--- src/rtl/control_fsm_if.sv ---
// Control bundle between the instruction-sequencing FSM and the datapath/memory.
// master = FSM side (drives strobes), slave = datapath side (drives status/instruction).
interface control_fsm_if #(
    parameter int REG_W = 1,
    parameter int OFF_W = 4
);
    localparam int INSTR_W = 3 + REG_W + OFF_W;

    logic               start;
    logic [INSTR_W-1:0] instr;
    logic               zf;
    logic               mem_ready;

    logic [2:0]         state;
    logic               pc_we;
    logic               pc_sel;
    logic [REG_W-1:0]   pc_jmp_sel;
    logic [OFF_W-1:0]   pc_offset;
    logic               mem_req;
    logic               mem_we;
    logic               addr_sel;
    logic [OFF_W-1:0]   addr_offset;
    logic [2:0]         alu_opcode;
    logic [REG_W-1:0]   alu_sel_a;
    logic [REG_W-1:0]   alu_sel_b;
    logic               alu_we;
    logic               zf_we;
    logic               ir_we;
    logic               rf_we;
    logic [REG_W-1:0]   rf_sel;
    logic               rf_src_mem;
    logic               halt;

    modport master (
        input  start, instr, zf, mem_ready,
        output state, pc_we, pc_sel, pc_jmp_sel, pc_offset,
               mem_req, mem_we, addr_sel, addr_offset,
               alu_opcode, alu_sel_a, alu_sel_b, alu_we, zf_we,
               ir_we, rf_we, rf_sel, rf_src_mem, halt
    );

    modport slave (
        output start, instr, zf, mem_ready,
        input  state, pc_we, pc_sel, pc_jmp_sel, pc_offset,
               mem_req, mem_we, addr_sel, addr_offset,
               alu_opcode, alu_sel_a, alu_sel_b, alu_we, zf_we,
               ir_we, rf_we, rf_sel, rf_src_mem, halt
    );
endinterface

--- src/rtl/control_fsm.sv ---
// Multi-cycle CPU control FSM: fetch/decode/execute/memory/writeback sequencing, outputs purely combinational.
// Latency FETCH-to-FETCH: ALU 4, LOAD 4, STORE 3, JUMP/JUMPZ 3 cycles without memory wait states.
// Backpressure: with CONTROL_FSM_WAITSTATE_EN, FETCH/MEMORY hold (write strobes low) until mem_ready; else mem_ready ignored.
module control_fsm #(
    parameter int REG_W = 1,
    parameter int OFF_W = 4
) (
    input  logic          clk,
    input  logic          reset_n,
    control_fsm_if.master bus
);
    localparam int INSTR_W = 3 + REG_W + OFF_W;

    localparam logic [2:0] S_FETCH     = 3'b000;
    localparam logic [2:0] S_DECODE    = 3'b001;
    localparam logic [2:0] S_EXECUTE   = 3'b010;
    localparam logic [2:0] S_MEMORY    = 3'b011;
    localparam logic [2:0] S_WRITEBACK = 3'b100;
    localparam logic [2:0] S_HALT      = 3'b101;
    localparam logic [2:0] S_IDLE      = 3'b110;

    localparam logic [2:0] OP_ADD   = 3'b000;
    localparam logic [2:0] OP_AND   = 3'b001;
    localparam logic [2:0] OP_NOT   = 3'b010;
    localparam logic [2:0] OP_LOAD  = 3'b011;
    localparam logic [2:0] OP_STORE = 3'b100;
    localparam logic [2:0] OP_JUMP  = 3'b101;
    localparam logic [2:0] OP_JUMPZ = 3'b110;
    localparam logic [2:0] OP_HALT  = 3'b111;

    generate
        if (OFF_W < 2 * REG_W) begin : g_param_check
            $error("control_fsm: OFF_W must be >= 2*REG_W");
        end
    endgenerate

    logic [2:0]       state_q;
    logic [2:0]       state_d;
    logic             accept;
    logic [2:0]       opcode;
    logic [REG_W-1:0] rd;
    logic [REG_W-1:0] rs1;
    logic [REG_W-1:0] rs2;
    logic [OFF_W-1:0] off;

    assign opcode = bus.instr[INSTR_W-1 -: 3];
    assign rd     = bus.instr[OFF_W +: REG_W];
    assign rs1    = bus.instr[OFF_W-1 -: REG_W];
    assign rs2    = bus.instr[OFF_W-REG_W-1 -: REG_W];
    assign off    = bus.instr[OFF_W-1:0];

`ifdef CONTROL_FSM_WAITSTATE_EN
    assign accept = bus.mem_ready;
`else
    // Single-cycle memory: every FETCH/MEMORY cycle completes.
    logic unused_mem_ready;
    assign unused_mem_ready = bus.mem_ready;
    assign accept = 1'b1;
`endif

    always_ff @(posedge clk) begin
        if (!reset_n) state_q <= S_IDLE;
        else          state_q <= state_d;
    end

    always_comb begin
        state_d         = state_q;
        bus.pc_we       = 1'b0;
        bus.pc_sel      = 1'b0;
        bus.pc_jmp_sel  = '0;
        bus.pc_offset   = '0;
        bus.mem_req     = 1'b0;
        bus.mem_we      = 1'b0;
        bus.addr_sel    = 1'b0;
        bus.addr_offset = '0;
        bus.alu_opcode  = '0;
        bus.alu_sel_a   = '0;
        bus.alu_sel_b   = '0;
        bus.alu_we      = 1'b0;
        bus.zf_we       = 1'b0;
        bus.ir_we       = 1'b0;
        bus.rf_we       = 1'b0;
        bus.rf_sel      = '0;
        bus.rf_src_mem  = 1'b0;
        bus.halt        = 1'b0;

        case (state_q)
            S_IDLE: begin
                if (bus.start) state_d = S_FETCH;
            end
            S_FETCH: begin
                bus.mem_req = 1'b1;
                if (accept) begin
                    bus.ir_we = 1'b1;
                    bus.pc_we = 1'b1;
                    state_d   = S_DECODE;
                end
            end
            S_DECODE: begin
                case (opcode)
                    OP_LOAD, OP_STORE: state_d = S_MEMORY;
                    OP_HALT:           state_d = S_HALT;
                    default:           state_d = S_EXECUTE;
                endcase
            end
            S_EXECUTE: begin
                state_d = S_FETCH;
                case (opcode)
                    OP_ADD, OP_AND, OP_NOT: begin
                        bus.alu_opcode = opcode;
                        bus.alu_sel_a  = rs1;
                        bus.alu_sel_b  = (opcode == OP_NOT) ? '0 : rs2;
                        bus.alu_we     = 1'b1;
                        bus.zf_we      = 1'b1;
                        state_d        = S_WRITEBACK;
                    end
                    OP_JUMP, OP_JUMPZ: begin
                        // JUMPZ not taken leaves every PC output at zero.
                        if (opcode == OP_JUMP || bus.zf) begin
                            bus.pc_we      = 1'b1;
                            bus.pc_sel     = 1'b1;
                            bus.pc_jmp_sel = rd;
                            bus.pc_offset  = off;
                        end
                    end
                    default: ;
                endcase
            end
            S_MEMORY: begin
                bus.mem_req     = 1'b1;
                bus.addr_sel    = 1'b1;
                bus.addr_offset = off;
                bus.alu_sel_a   = rd;
                if (opcode == OP_STORE) begin
                    bus.mem_we = accept;
                    if (accept) state_d = S_FETCH;
                end else if (accept) begin
                    state_d = S_WRITEBACK;
                end
            end
            S_WRITEBACK: begin
                bus.rf_we      = 1'b1;
                bus.rf_sel     = rd;
                bus.rf_src_mem = (opcode == OP_LOAD);
                state_d        = S_FETCH;
            end
            S_HALT: begin
                bus.halt = 1'b1;
            end
            default: state_d = S_IDLE;
        endcase
    end

    assign bus.state = state_q;
endmodule
--- src/flat_wrapper.sv ---
// flat-port wrapper written by rule: the top's interface ports become plain ports
module control_fsm_flat 
#(
    parameter int REG_W = 1,
    parameter int OFF_W = 4
)
  (clk, reset_n, bus_start, bus_instr, bus_zf, bus_mem_ready, bus_state, bus_pc_we, bus_pc_sel, bus_pc_jmp_sel, bus_pc_offset, bus_mem_req, bus_mem_we, bus_addr_sel, bus_addr_offset, bus_alu_opcode, bus_alu_sel_a, bus_alu_sel_b, bus_alu_we, bus_zf_we, bus_ir_we, bus_rf_we, bus_rf_sel, bus_rf_src_mem, bus_halt);
  control_fsm_if #(.REG_W(REG_W), .OFF_W(OFF_W)) bus_i ();
  input  logic clk;
  input  logic reset_n;
  input wire logic [$bits(bus_i.start)-1:0] bus_start;
  input wire logic [$bits(bus_i.instr)-1:0] bus_instr;
  input wire logic [$bits(bus_i.zf)-1:0] bus_zf;
  input wire logic [$bits(bus_i.mem_ready)-1:0] bus_mem_ready;
  output wire logic [$bits(bus_i.state)-1:0] bus_state;
  output wire logic [$bits(bus_i.pc_we)-1:0] bus_pc_we;
  output wire logic [$bits(bus_i.pc_sel)-1:0] bus_pc_sel;
  output wire logic [$bits(bus_i.pc_jmp_sel)-1:0] bus_pc_jmp_sel;
  output wire logic [$bits(bus_i.pc_offset)-1:0] bus_pc_offset;
  output wire logic [$bits(bus_i.mem_req)-1:0] bus_mem_req;
  output wire logic [$bits(bus_i.mem_we)-1:0] bus_mem_we;
  output wire logic [$bits(bus_i.addr_sel)-1:0] bus_addr_sel;
  output wire logic [$bits(bus_i.addr_offset)-1:0] bus_addr_offset;
  output wire logic [$bits(bus_i.alu_opcode)-1:0] bus_alu_opcode;
  output wire logic [$bits(bus_i.alu_sel_a)-1:0] bus_alu_sel_a;
  output wire logic [$bits(bus_i.alu_sel_b)-1:0] bus_alu_sel_b;
  output wire logic [$bits(bus_i.alu_we)-1:0] bus_alu_we;
  output wire logic [$bits(bus_i.zf_we)-1:0] bus_zf_we;
  output wire logic [$bits(bus_i.ir_we)-1:0] bus_ir_we;
  output wire logic [$bits(bus_i.rf_we)-1:0] bus_rf_we;
  output wire logic [$bits(bus_i.rf_sel)-1:0] bus_rf_sel;
  output wire logic [$bits(bus_i.rf_src_mem)-1:0] bus_rf_src_mem;
  output wire logic [$bits(bus_i.halt)-1:0] bus_halt;
  assign bus_i.start = bus_start;
  assign bus_i.instr = bus_instr;
  assign bus_i.zf = bus_zf;
  assign bus_i.mem_ready = bus_mem_ready;
  assign bus_state = bus_i.state;
  assign bus_pc_we = bus_i.pc_we;
  assign bus_pc_sel = bus_i.pc_sel;
  assign bus_pc_jmp_sel = bus_i.pc_jmp_sel;
  assign bus_pc_offset = bus_i.pc_offset;
  assign bus_mem_req = bus_i.mem_req;
  assign bus_mem_we = bus_i.mem_we;
  assign bus_addr_sel = bus_i.addr_sel;
  assign bus_addr_offset = bus_i.addr_offset;
  assign bus_alu_opcode = bus_i.alu_opcode;
  assign bus_alu_sel_a = bus_i.alu_sel_a;
  assign bus_alu_sel_b = bus_i.alu_sel_b;
  assign bus_alu_we = bus_i.alu_we;
  assign bus_zf_we = bus_i.zf_we;
  assign bus_ir_we = bus_i.ir_we;
  assign bus_rf_we = bus_i.rf_we;
  assign bus_rf_sel = bus_i.rf_sel;
  assign bus_rf_src_mem = bus_i.rf_src_mem;
  assign bus_halt = bus_i.halt;
  control_fsm #(.REG_W(REG_W), .OFF_W(OFF_W)) u_core (.clk(clk), .reset_n(reset_n), .bus(bus_i));
endmodule
--- config.mk ---
export PLATFORM = sky130hd
export DESIGN_NAME = control_fsm_flat
export DESIGN_NICKNAME = d
export VERILOG_FILES = /design/src/rtl/control_fsm_if.sv /design/src/rtl/control_fsm.sv /design/src/flat_wrapper.sv
export SDC_FILE = /design/constraint.sdc
export NUM_CORES = 1
export LEC_CHECK = 0
export CAP_MARGIN = 30
export CORE_MARGIN = 5
export CORE_UTILIZATION = 25
export CTS_BUF_LIST = sky130_fd_sc_hd__clkbuf_8
export CTS_CLUSTER_DIAMETER = 30
export DETAILED_ROUTE_END_ITERATION = 10
export GPL_TIMING_DRIVEN = 0
export PLACE_DENSITY_LB_ADDON = 0.08
export SYNTH_ARGS = -nofsm -noshare
export SYNTH_HDL_FRONTEND = slang
export SYNTH_SLANG_ARGS = --single-unit
--- constraint.sdc ---
create_clock -name clk -period 2.3 [get_ports clk]
set_clock_uncertainty 0.15 [all_clocks]
set_input_delay 0.46 -clock clk [delete_from_list [all_inputs] [get_ports clk]]
set_output_delay 0.46 -clock clk [all_outputs]
set_load 0.02 [all_outputs]
# --- After elaboration in Yosys (flattened, before gate mapping) ---
# Index checks and enable logic that the tools add are counted.
classes:
  muxes: 34
  n_bitwise: 1
  reduce_logical: 8
  eq_ne: 14
ops:
  columns: ["cell", "n"]
  rows:
  - ["3-bit == test (second input constant)", 7]
  - ["1-bit two-way mux", 21]
  - ["3-bit one-hot mux with 7 select lines", 1]
  - ["4-bit two-way mux", 4]
  - ["3-bit two-way mux", 5]
  - ["3-bit by 2-bit == test with 1-bit output (second input constant)", 4]
  - ["3-bit by 1-bit == test with 1-bit output (second input constant)", 2]
  - ["3-bit zero test", 2]
  - ["3-bit one-hot mux with 2 select lines", 1]
  - ["2-bit OR reduction", 3]
  - ["1-bit one-hot mux with 2 select lines", 2]
  - ["3-bit OR reduction", 1]
  - ["2-bit != test (second input constant)", 1]
  - ["2-bit AND reduction", 1]
  - ["1-bit logical OR", 1]
  - ["1-bit inverter", 1]
totals:
  out_inout_bits: 29
  in_bits: 13
  ff_bits: 3

# --- Depth between registers and ports, before layout ---
depth:
  depth_word: 5
  mapped_depth: 4
  mapped_depth_nobuf: 3

# --- Worst setup path before layout ---
# No wires, ideal clock.
synth_path:
  kind: "register to output"
  start: "reg u_core.state_q[0] (netlist: u_core.bus.state[0])"
  end: "out bus_pc_jmp_sel"
  stages_incl_launch_ff: 5
  path_slack_ns: -0.032
  path_buffers: 1
  arrival_time_ns: 1.722
  cell_sequence: "dfxtp_1 -> buf_6 -> or3b_4 -> nor4b_4 -> and2_1"
synth_between:
  elab_chain_len: 2
synth_rtl:
  columns: ["element", "line", "source"]
  rows:
  - ["start, declared", "control_fsm.sv:37", "logic [2:0] state_q;"]
  - ["start signal, assigned", "control_fsm.sv:63", "else state_q <= state_d;"]
  - ["3-bit by 2-bit == test with 1-bit output", "control_fsm.sv:87", "case (state_q)"]
  - ["1-bit two-way mux", "control_fsm.sv:87", null]
  - ["end, declared", "flat_wrapper.sv:18", "output wire logic [$bits(bus_i.pc_jmp_sel)-1:0] bus_pc_jmp_sel;"]
# Every way passes these cells.

# --- Worst setup path in the final report ---
# Ends and elaborated chain as after synthesis.

==> results.cfg <==
[clock_tree]
clk_pin_slew_ns = 0.03
cts_hold_buf = 0
clock_path_buffers = 2
clock-sinks = 3
cts_buffers = 3
h-tree-depth = 1
clk_latency_ns = 0.21
cts_tree = yes
clock-root-buffer = clkbuf_8

[timing]
hold_violations = 0
clock.fmax_ghz = 0.438
finalSetupViolCount = 0
period_needed_ns = 2.28
rsz0062_at_grt = true
slew_violations = 0
finalCritPeriodShare = 0.992
layout_setup_ws_ns = 0.0192

[final_layout]
largest_reg_flops = 3
fin_cells = 119
utilization = 0.588
areaGrowthSynthToFinish_pct = 119
n_antenna_cell = 0
regArea_um2 = 68.8
nets = 117
layout-drive-gt1-share = 0.408
multiInputGateArea_um2 = 340
final.fill_count = 168

[global_routing]
grt_pass1_vias = 482
overflow = 0
grt_first_pass_wirelength_um = 2240
grtUsageTotal = 0.111
antenna_found_initial = 0
grt_max_degree = 11

[critical_path]
crit_required_ns = 1.69
cp.arrival_ns = 1.67
path_cells = or3b_4 -> nor4b_4 -> buf_4 -> and2_2 -> buf_6
cp_top_family = simple AND/OR/NAND/NOR gates
cp_max_fo = 7
criticalPathCategory = register to primary output
worst-path-buf-inv = 2
critPathLaunchType = register
end_kind = primary output
cpMaxStageDelayCell = or3b_4
crit_path_max_incr_delay_ns = 0.43

[synthesis]
synth-edff-count = 0
seq_area_frac_synth = 0.145
synthArstFlopShare = 0
ys_types = 32
synth-seq-cells = 3
synth_area_per_cell_um2 = 7.37
synth_area_um2 = 413
syn_nets = 69
synth_warnings = 0
ys.flop_type = dfxtp_1
syn_inst = 56

[die]
dieHeight_um = 50.6
die_x_um = 50.6
top_level_ports = 42
num_rows = 14
die_area_mm2 = 0.00256
initial_core_util = 0.268
core_area_mm2 = 0.00154

[pwr]
power.leakage_nw = 0.480
max-vdd-ir-drop_mv = 0.484
power_density_mw_per_mm2 = 404
swShare = 0.315
p_seq_frac = 0.172
finalPower_mw = 0.366
p_clk_frac = 0.398
p_comb_frac = 0.430
p_int_mw = 0.251
power_switching_mw = 0.115

[flow_run]
drv_cap = 0

[route]
wire_per_inst_um = 12.3
drtIter0Drc = 14
vias = 558
first_pass_iters = 4
postRouteAntennaNets = 0
drc_errors = 0
finalWirelength_um = 1460
vias_per_cell = 4.69

[place]
port_buffers = 38
dp.cells = 110
gp_congestion = 0.762
dp_hpwl_um = 1120
pre_cts_ws_ns = -0.722

[status]
status = completed

[hold_path]
worstHoldPathType = register to register
==> per-layer routing <==
metal  vias to the layer above  routed length (µm)  track usage
li1                        284                   -            -
met2                        25                 725        0.188
met3                         0                 156       0.0473
met4                         0                   0       0.0383
met5                         -                   0            0
met1                       249                 582        0.124
==> worst register-to-register path, cell delays in order, from the launching register on <==
cell and delay, ns:
dfxtp_4 0.35, buf_4 0.14, buf_4 0.14, a21oi_1 0.10
o21ai_0 0.09, a31o_2 0.25
==> final timing paths <==
check,start,endpoint,slack [ns],depth (start not counted)
worst max-delay path,u_core.bus.state[0],bus_pc_jmp_sel,0.02,5
worst min-delay path,u_core.bus.state[0],u_core.bus.state[1],0.52,3
worst max register to register,u_core.bus.state[2],u_core.bus.state[2],0.98,5
worst min register to register,u_core.bus.state[0],u_core.bus.state[1],0.52,3
==> cell usage after synthesis (2+ instances only) <==
| cell type | n | share of area |
|---|---|---|
| a21oi_1 | 3 | 0.036 |
| and2_1 | 11 | 0.17 |
| and3_1 | 2 | 0.030 |
| buf_4 | 2 | 0.036 |
| clkbuf_1 | 2 | 0.018 |
| dfxtp_1 | 3 | 0.15 |
| inv_1 | 2 | 0.018 |
| nand2_1 | 3 | 0.027 |
| nor2_1 | 3 | 0.027 |
| nor3_1 | 2 | 0.024 |
| o211ai_1 | 2 | 0.036 |
==> power groups by stage <==
| stage | Sequential [mW] | Combinational [mW] | Clock (mW) |
|---|---|---|---|
| final | 0.0628 | 0.157 | 0.146 |
| after CTS | 0.0617 | 0.156 | 0.152 |
| after detailed placement | 0.0611 | 0.154 | 0 |
| after global routing | 0.0636 | 0.169 | 0.161 |
| after global placement | 0.0610 | 0.153 | 0 |
| after floorplan | 0.0671 | 0.0780 | 0 |
==> repair_timing <==
| action | in CTS | in global routing |
|---|---|---|
| gates resized for setup | 69 | 12 |
| hold endpoints to repair | 0 | 0 |
| buffers inserted | 6 | 1 |
| setup endpoints to repair | 24 | 15 |
| pin swaps | 2 | 4 |
==> stage by stage <==
stage	setup TNS [ns]	hold WS [ns]	cell area (µm²)
3_5_place_dp	-9.69	0.488	826
2_1_floorplan	0	0.382	425
6_report	0	0.515	906
3_3_place_gp	-9.61	0.493	826
5_1_grt	-0.182	0.541	906
4_1_cts	0	0.514	903
==> placed cells by master (no fill, tap or decap), types with 2 or more instances in the layout <==
master / instances
a21oi_1: 2
buf_2: 3
and2_4: 5
dfxtp_4: 2
inv_1: 3
buf_4: 9
nor3_1: 2
and3_1: 2
clkbuf_8: 3
dlygate4sd2_1: 14
clkdlybuf4s50_1: 12
o211ai_1: 2
buf_6: 6
nor2_1: 2
and2_1: 6
clkbuf_2: 3
nand2_1: 3
==> cells by family after synthesis <==
| family | synth area share |
|---|---|
| other | 0.00908 |
| buffers and inverters | 0.112 |
| flip-flops | 0.145 |
| AND/OR/NAND/NOR | 0.564 |
| AO/OA/AOI/OAI | 0.170 |
==> final cells by class <==
cell class,count,share of cell area
Sequential cell,3,0.0760
Inverter,2,0.00829
Timing Repair Buffer,45,0.442
Buffer,4,0.0262
Clock buffer,3,0.0456
Clock inverter,1,0.00414
Tap cell,16,0.0221
Multi-Input combinational cell,45,0.376
(Power assumes the default switching activity.)
